--- src/rtl/bullet_sprite_reader_if.sv ---
// Bullet sprite ROM read port: the engine drives address and sprite select,
// and the ROM returns a palette index combinationally.
interface bullet_sprite_reader_if;
  logic [13:0] rom_addr;
  logic [1:0]  rom_sel;
  logic [3:0]  rom_data;

  modport master (output rom_addr, output rom_sel, input rom_data);
  modport slave  (input rom_addr, input rom_sel, output rom_data);
endinterface

--- src/rtl/bullet_sprite_reader.sv ---
// Single-bullet flight engine and bullet sprite ROM reader; converts the scan position
// into ROM addresses and registers the returned palette index as a pixel stream.
module bullet_sprite_reader #(
  parameter int unsigned SPRITE   = 20,
  parameter int unsigned SPEED    = 4,
  parameter int unsigned LIFETIME = 120,
  parameter int unsigned SCREEN_W = 640,
  parameter int unsigned SCREEN_H = 480
) (
  input  logic                          Clk,
  input  logic                          Reset,
  input  logic                          frame_tick,
  input  logic                          fire,
  input  logic                          hit,
  input  logic [9:0]                    tank_x,
  input  logic [9:0]                    tank_y,
  input  logic [1:0]                    tank_dir,
  input  logic [1:0]                    tank_sel,
  input  logic [9:0]                    DrawX,
  input  logic [9:0]                    DrawY,
  bullet_sprite_reader_if.master        rom,
  output logic                          busy,
  output logic [9:0]                    bullet_x,
  output logic [9:0]                    bullet_y,
  output logic                          pixel_on,
  output logic [3:0]                    pixel_index
);

  localparam int unsigned LifeW = (LIFETIME < 2) ? 1 : $clog2(LIFETIME + 1);

  localparam logic [10:0] Sprite11 = 11'(SPRITE);
  localparam logic [10:0] Speed11  = 11'(SPEED);
  localparam logic [10:0] MaxX11   = 11'(SCREEN_W - SPRITE);
  localparam logic [10:0] MaxY11   = 11'(SCREEN_H - SPRITE);
  localparam logic [9:0]  Speed10  = 10'(SPEED);
  localparam logic [13:0] Sprite14 = 14'(SPRITE);
  localparam logic [LifeW-1:0] LifeEnd = LifeW'(LIFETIME);

  typedef enum logic [1:0] {StIdle, StArmed, StFly} state_e;

  state_e           state_q;
  logic [9:0]       bullet_x_q, bullet_y_q;
  logic [1:0]       dir_q, sel_q;
  logic [LifeW-1:0] life_q;
  logic             pixel_on_q;
  logic [3:0]       pixel_index_q;

  logic [10:0]      x11, y11, dx11, dy11;
  logic             in_box;
  logic [9:0]       rel_x, rel_y;
  logic [LifeW-1:0] life_inc;
  logic             expire, off_screen;
  logic [9:0]       step_x, step_y;

  always_comb begin
    x11    = {1'b0, bullet_x_q};
    y11    = {1'b0, bullet_y_q};
    dx11   = {1'b0, DrawX};
    dy11   = {1'b0, DrawY};
    in_box = (state_q == StFly) &&
             (dx11 >= x11) && (dx11 < x11 + Sprite11) &&
             (dy11 >= y11) && (dy11 < y11 + Sprite11);
    rel_x  = DrawX - bullet_x_q;
    rel_y  = DrawY - bullet_y_q;
  end

  assign rom.rom_addr = in_box ? (14'(rel_y) * Sprite14 + 14'(rel_x)) : 14'd0;
  assign rom.rom_sel  = sel_q;

  // Movement candidate for the next frame tick and whether it would leave the screen.
  always_comb begin
    life_inc   = life_q + 1'b1;
    expire     = (life_inc == LifeEnd);
    off_screen = 1'b0;
    step_x     = bullet_x_q;
    step_y     = bullet_y_q;
    unique case (dir_q)
      2'b00: begin
        off_screen = (y11 < Speed11);
        step_y     = bullet_y_q - Speed10;
      end
      2'b01: begin
        off_screen = (x11 + Speed11 > MaxX11);
        step_x     = bullet_x_q + Speed10;
      end
      2'b10: begin
        off_screen = (y11 + Speed11 > MaxY11);
        step_y     = bullet_y_q + Speed10;
      end
      2'b11: begin
        off_screen = (x11 < Speed11);
        step_x     = bullet_x_q - Speed10;
      end
      default: ;
    endcase
  end

  always_ff @(posedge Clk) begin
    if (Reset) begin
      state_q       <= StIdle;
      bullet_x_q    <= '0;
      bullet_y_q    <= '0;
      dir_q         <= '0;
      sel_q         <= '0;
      life_q        <= '0;
      pixel_on_q    <= 1'b0;
      pixel_index_q <= '0;
    end else begin
      pixel_on_q    <= in_box && (rom.rom_data != 4'd0);
      pixel_index_q <= in_box ? rom.rom_data : 4'd0;
      unique case (state_q)
        StIdle: begin
          if (fire) begin
            bullet_x_q <= tank_x;
            bullet_y_q <= tank_y;
            dir_q      <= tank_dir;
            sel_q      <= tank_sel;
            state_q    <= StArmed;
          end
        end
        StArmed: begin
          if (hit) begin
            state_q <= StIdle;
          end else if (frame_tick) begin
            life_q  <= '0;
            state_q <= StFly;
          end
        end
        StFly: begin
          // A collision beats a same-cycle frame tick.
          if (hit) begin
            state_q <= StIdle;
          end else if (frame_tick) begin
            life_q <= life_inc;
            if (expire || off_screen) begin
              state_q <= StIdle;
            end else begin
              bullet_x_q <= step_x;
              bullet_y_q <= step_y;
            end
          end
        end
        default: state_q <= StIdle;
      endcase
    end
  end

  assign busy        = (state_q != StIdle);
  assign bullet_x    = bullet_x_q;
  assign bullet_y    = bullet_y_q;
  assign pixel_on    = pixel_on_q;
  assign pixel_index = pixel_index_q;

endmodule

--- src/flat_wrapper.sv ---
// flat-port wrapper written by rule: the top's interface ports become plain ports
module bullet_sprite_reader_flat 
#(
  parameter int unsigned SPRITE   = 20,
  parameter int unsigned SPEED    = 4,
  parameter int unsigned LIFETIME = 120,
  parameter int unsigned SCREEN_W = 640,
  parameter int unsigned SCREEN_H = 480
)
  (Clk, Reset, frame_tick, fire, hit, tank_x, tank_y, tank_dir, tank_sel, DrawX, DrawY, busy, bullet_x, bullet_y, pixel_on, pixel_index, rom_rom_addr, rom_rom_sel, rom_rom_data);
  bullet_sprite_reader_if rom_i ();
  input  logic Clk;
  input  logic Reset;
  input  logic frame_tick;
  input  logic fire;
  input  logic hit;
  input  logic [9:0] tank_x;
  input  logic [9:0] tank_y;
  input  logic [1:0] tank_dir;
  input  logic [1:0] tank_sel;
  input  logic [9:0] DrawX;
  input  logic [9:0] DrawY;
  output logic busy;
  output logic [9:0] bullet_x;
  output logic [9:0] bullet_y;
  output logic pixel_on;
  output logic [3:0] pixel_index;
  output wire logic [$bits(rom_i.rom_addr)-1:0] rom_rom_addr;
  output wire logic [$bits(rom_i.rom_sel)-1:0] rom_rom_sel;
  input wire logic [$bits(rom_i.rom_data)-1:0] rom_rom_data;
  assign rom_rom_addr = rom_i.rom_addr;
  assign rom_rom_sel = rom_i.rom_sel;
  assign rom_i.rom_data = rom_rom_data;
  bullet_sprite_reader #(.SPRITE(SPRITE), .SPEED(SPEED), .LIFETIME(LIFETIME), .SCREEN_W(SCREEN_W), .SCREEN_H(SCREEN_H)) u_core (.Clk(Clk), .Reset(Reset), .frame_tick(frame_tick), .fire(fire), .hit(hit), .tank_x(tank_x), .tank_y(tank_y), .tank_dir(tank_dir), .tank_sel(tank_sel), .DrawX(DrawX), .DrawY(DrawY), .rom(rom_i), .busy(busy), .bullet_x(bullet_x), .bullet_y(bullet_y), .pixel_on(pixel_on), .pixel_index(pixel_index));
endmodule
--- config.mk ---
export PLATFORM = sky130hd
export DESIGN_NAME = bullet_sprite_reader_flat
export DESIGN_NICKNAME = d
export VERILOG_FILES = /design/src/rtl/bullet_sprite_reader_if.sv /design/src/rtl/bullet_sprite_reader.sv /design/src/flat_wrapper.sv
export SDC_FILE = /design/constraint.sdc
export NUM_CORES = 1
export LEC_CHECK = 0
export ABC_AREA = 1
export BUFFER_PORTS_ARGS = -buffer_cell sky130_fd_sc_hd__buf_2
export CAP_MARGIN = 30
export CORE_MARGIN = 3
export CORE_UTILIZATION = 44
export DETAILED_ROUTE_END_ITERATION = 8
export GPL_TIMING_DRIVEN = 0
export PLACE_DENSITY = 0.66
export SETUP_SLACK_MARGIN = 0.05
export SLEW_MARGIN = 20
export SYNTH_ARGS = -nofsm -noshare
export SYNTH_HDL_FRONTEND = slang
export SYNTH_SLANG_ARGS = --single-unit
--- constraint.sdc ---
create_clock -name Clk -period 5.45 [get_ports Clk]
set_clock_uncertainty 0.2 [all_clocks]
set_input_delay 0.2725 -clock Clk [delete_from_list [all_inputs] [get_ports Clk]]
set_output_delay 0.2725 -clock Clk [all_outputs]
set_load 0.05 [all_outputs]
==> flow_summary.ini <==
[routing]
dr.first_iter.drc_count = 288
wl_per_cell_um = 13.3
vias = 5416
avgViaCountPerCell = 5.16
detail-route-antenna-nets = 0
wirelength_mm = 13.9
first_pass_iters = 7
drc = 0

[synth]
syn_inst = 806
syn-cell-area_um2 = 5060
mappedNetlistNets = 929
ys_ff_latch = 38
synth-edff-count = 0
synth.avg_cell_area_um2 = 6.28
ys_warn_count = 0
yosys-top-cells-count = 167 x nand2_1, 105 x inv_1, 95 x nor2_1
yosysMostFrequentCell = nand2_1
synth_cell_types = 44
ys.flop_type = dfxtp_1
synth-async-reset-ratio_pct = 0
ys_seq_area_share_pct = 15.0
synth_area_leaders = ha_1 16%, dfxtp_1 15%, nand2_1 12%
synth_area_leader_cell = ha_1
netlist.area_leader.share_pct = 16.3

[floorplan]
dieArea_um2 = 12800
coreArea_um2 = 11000
initial_utilization_pct = 45.9
die_width_um = 113
fp-row-count = 38
ios = 95
die_y_um = 113

[finish]
fillers = 1161
area_delta_synth_final_pct = 17.1
multiInputGateArea_um2 = 3780
seq_area_um2 = 766
nNetsFinal = 1031
antenna_cells = 0
drive_gt1_share_pct = 17.8

[setup_path]
critPathMaxFanout = 10
startpoint_type = flip-flop
critPathCaptureType = output port
cp.arrival_ns = 4.59
path_class = reg -> out
crit_path_frequent_cell = inv_1
cpPeakStageDelay_ns = 0.43
cpMaxStageDelayCell = fa_1
cp.required_ns = 4.98
cp_cell_sequence = inv_1 > ha_1 > inv_1 > o31ai_1 > xor2_1 > inv_1 > ha_1 > ha_1 > inv_1 > fa_1 > o21ai_2 > xnor2_1 > inv_1 > ha_1 > a21oi_1 > o21ai_0 > a31oi_1 > nor2_2 > nand2_1 > nand2_1 > a21oi_2 > clkbuf_4

[timing]
slew_violations = 0
rsz0062_at_grt = false
max_freq_ghz = 0.197
period_needed_ns = 5.06
setup_viol = 0
setup_tns_ns = 0
relSlewSlack_pct = 60.9
final_hold_viol_count = 0
tightest_slew_ns = 0.584
period_share_pct = 92.9

[global_routing]
track_usage_pct = 21.2
grt_pass1_wl_mm = 22.7
overflow = 0
grt_pass1_vias = 4812
grt_max_degree = 12
antenna_found_initial = 0

[cts]
clk_latency_ns = 0.28
tritoncts = done
clockBufferDepth = 2
root_buffer = clkbuf_16
ctsHtreeMaxLevel = 2
cts_sinks = 38
clkSlewWorstSetupHoldPaths_ns = 0.06
numCtsBuffers = 5

[status]
outcome = complete, no violations

[min_path]
holdCritPathClass = in -> reg

[place]
hpwl_mm = 11.5
routabilityCongestion = 0.898
port_buffers = 93

[run]
maxCapViolCount = 0
-- what timing repair did --
| item | in CTS | in global routing |
|---|---|---|
| hold buffers | 0 | 0 |
| setup buffers | 0 | 2 |
| resized for setup | 1 | 11 |
| endpoints found under the setup margin | 2 | 4 |
| pin swaps | 0 | 1 |
-- state kept, by name, summed over array words and instances (netlist names) --
signal and flops:
u_core.bullet_y 10, u_core.life_q 7, u_core.pixel_index 4, u_core.bullet_x 10, u_core.rom.rom_sel 2, u_core.state_q 2
u_core.dir_q 2, u_core.pixel_on 1
-- path summary, 6_finish.rpt --
path | startpoint | to | slack, ns | cells after the start
worst max-delay path | u_core.bullet_y[2] | rom_rom_addr[12] | 0.39 | 22
worst min-delay path | rom_rom_data[2] | u_core.pixel_index[2] | 0.02 | 3
worst max register to register | u_core.bullet_y[2] | u_core.pixel_index[1] | 2.42 | 12
worst min register to register | u_core.life_q[6] | u_core.life_q[6] | 0.29 | 2
-- layout by cell type (no fill, tap or decap), types with 9 or more instances in the layout --
cell | netlist | final
nand2_1 | 167 | 167
inv_1 | 105 | 105
buf_2 | 5 | 96
nor2_1 | 95 | 94
ha_1 | 66 | 66
a21oi_1 | 64 | 61
o21ai_0 | 50 | 49
nand3_1 | 47 | 47
dfxtp_1 | 38 | 36
xor2_1 | 30 | 29
nand4_1 | 18 | 18
nor3_1 | 16 | 14
nor2_2 | 12 | 13
xnor2_1 | 10 | 10
inv_2 | 9 | 9
-- per-stage QoR --
step	instance area [um^2]	instances	setup WS [ns]	utilization, %	hold slack [ns]
finish	5930	1049	0.385	53.7	0.0160
global route	5930	1049	0.0262	53.7	0.0233
CTS	5880	1047	0.106	53.3	0.0123
detailed placement	5720	1039	0.226	51.8	0.285
global placement	5720	1039	0.218	51.8	0.271
floorplan	5080	806	0.176	-	0.185
-- cells by family after synthesis --
group                      count (synthesis)  share of synthesized area, %
xor gates and xnor gates                  40                          6.92
DFF                                       38                          15.0
AOI/OAI and AO/OA                        149                          16.3
adders and majority gates                 70                          17.9
buffers and inverters                    134                          11.0
and+or+nand+nor                          375                          32.8
-- worst max-delay path: cells and delay by family (launching register included) --
kind,cells,cell delay [ns]
XOR/XNOR,2,0.40
AND/OR/NAND/NOR,3,0.23
adder cells (fa/ha/maj),5,1.56
buffers and inverters,6,0.65
AO/OA/AOI/OAI,6,1.07
flip-flops,1,0.42
-- routing by layer --
metal	vias to the layer above	track usage, %	share of wire, %
li1	2864	-	-
met2	178	35.7	45
met4	0	4.33	1.5
met1	2359	29.2	47
met5	-	0	0
met3	15	2.51	5.7
-- area by class of cell --
cell class	instances	share of cell area [%]
Sequential cell	38	12.9
Buffer	17	1.94
Tap cell	140	2.96
Inverter	117	7.45
Timing Repair Buffer	95	8.19
Multi-Input combinational cell	634	63.8
Clock buffer	7	2.24
Clock inverter	1	0.507
Power is left out: the tool's default activity adds up to more than one toggle a clock period on the data nets, which glitch-free logic cannot reach.
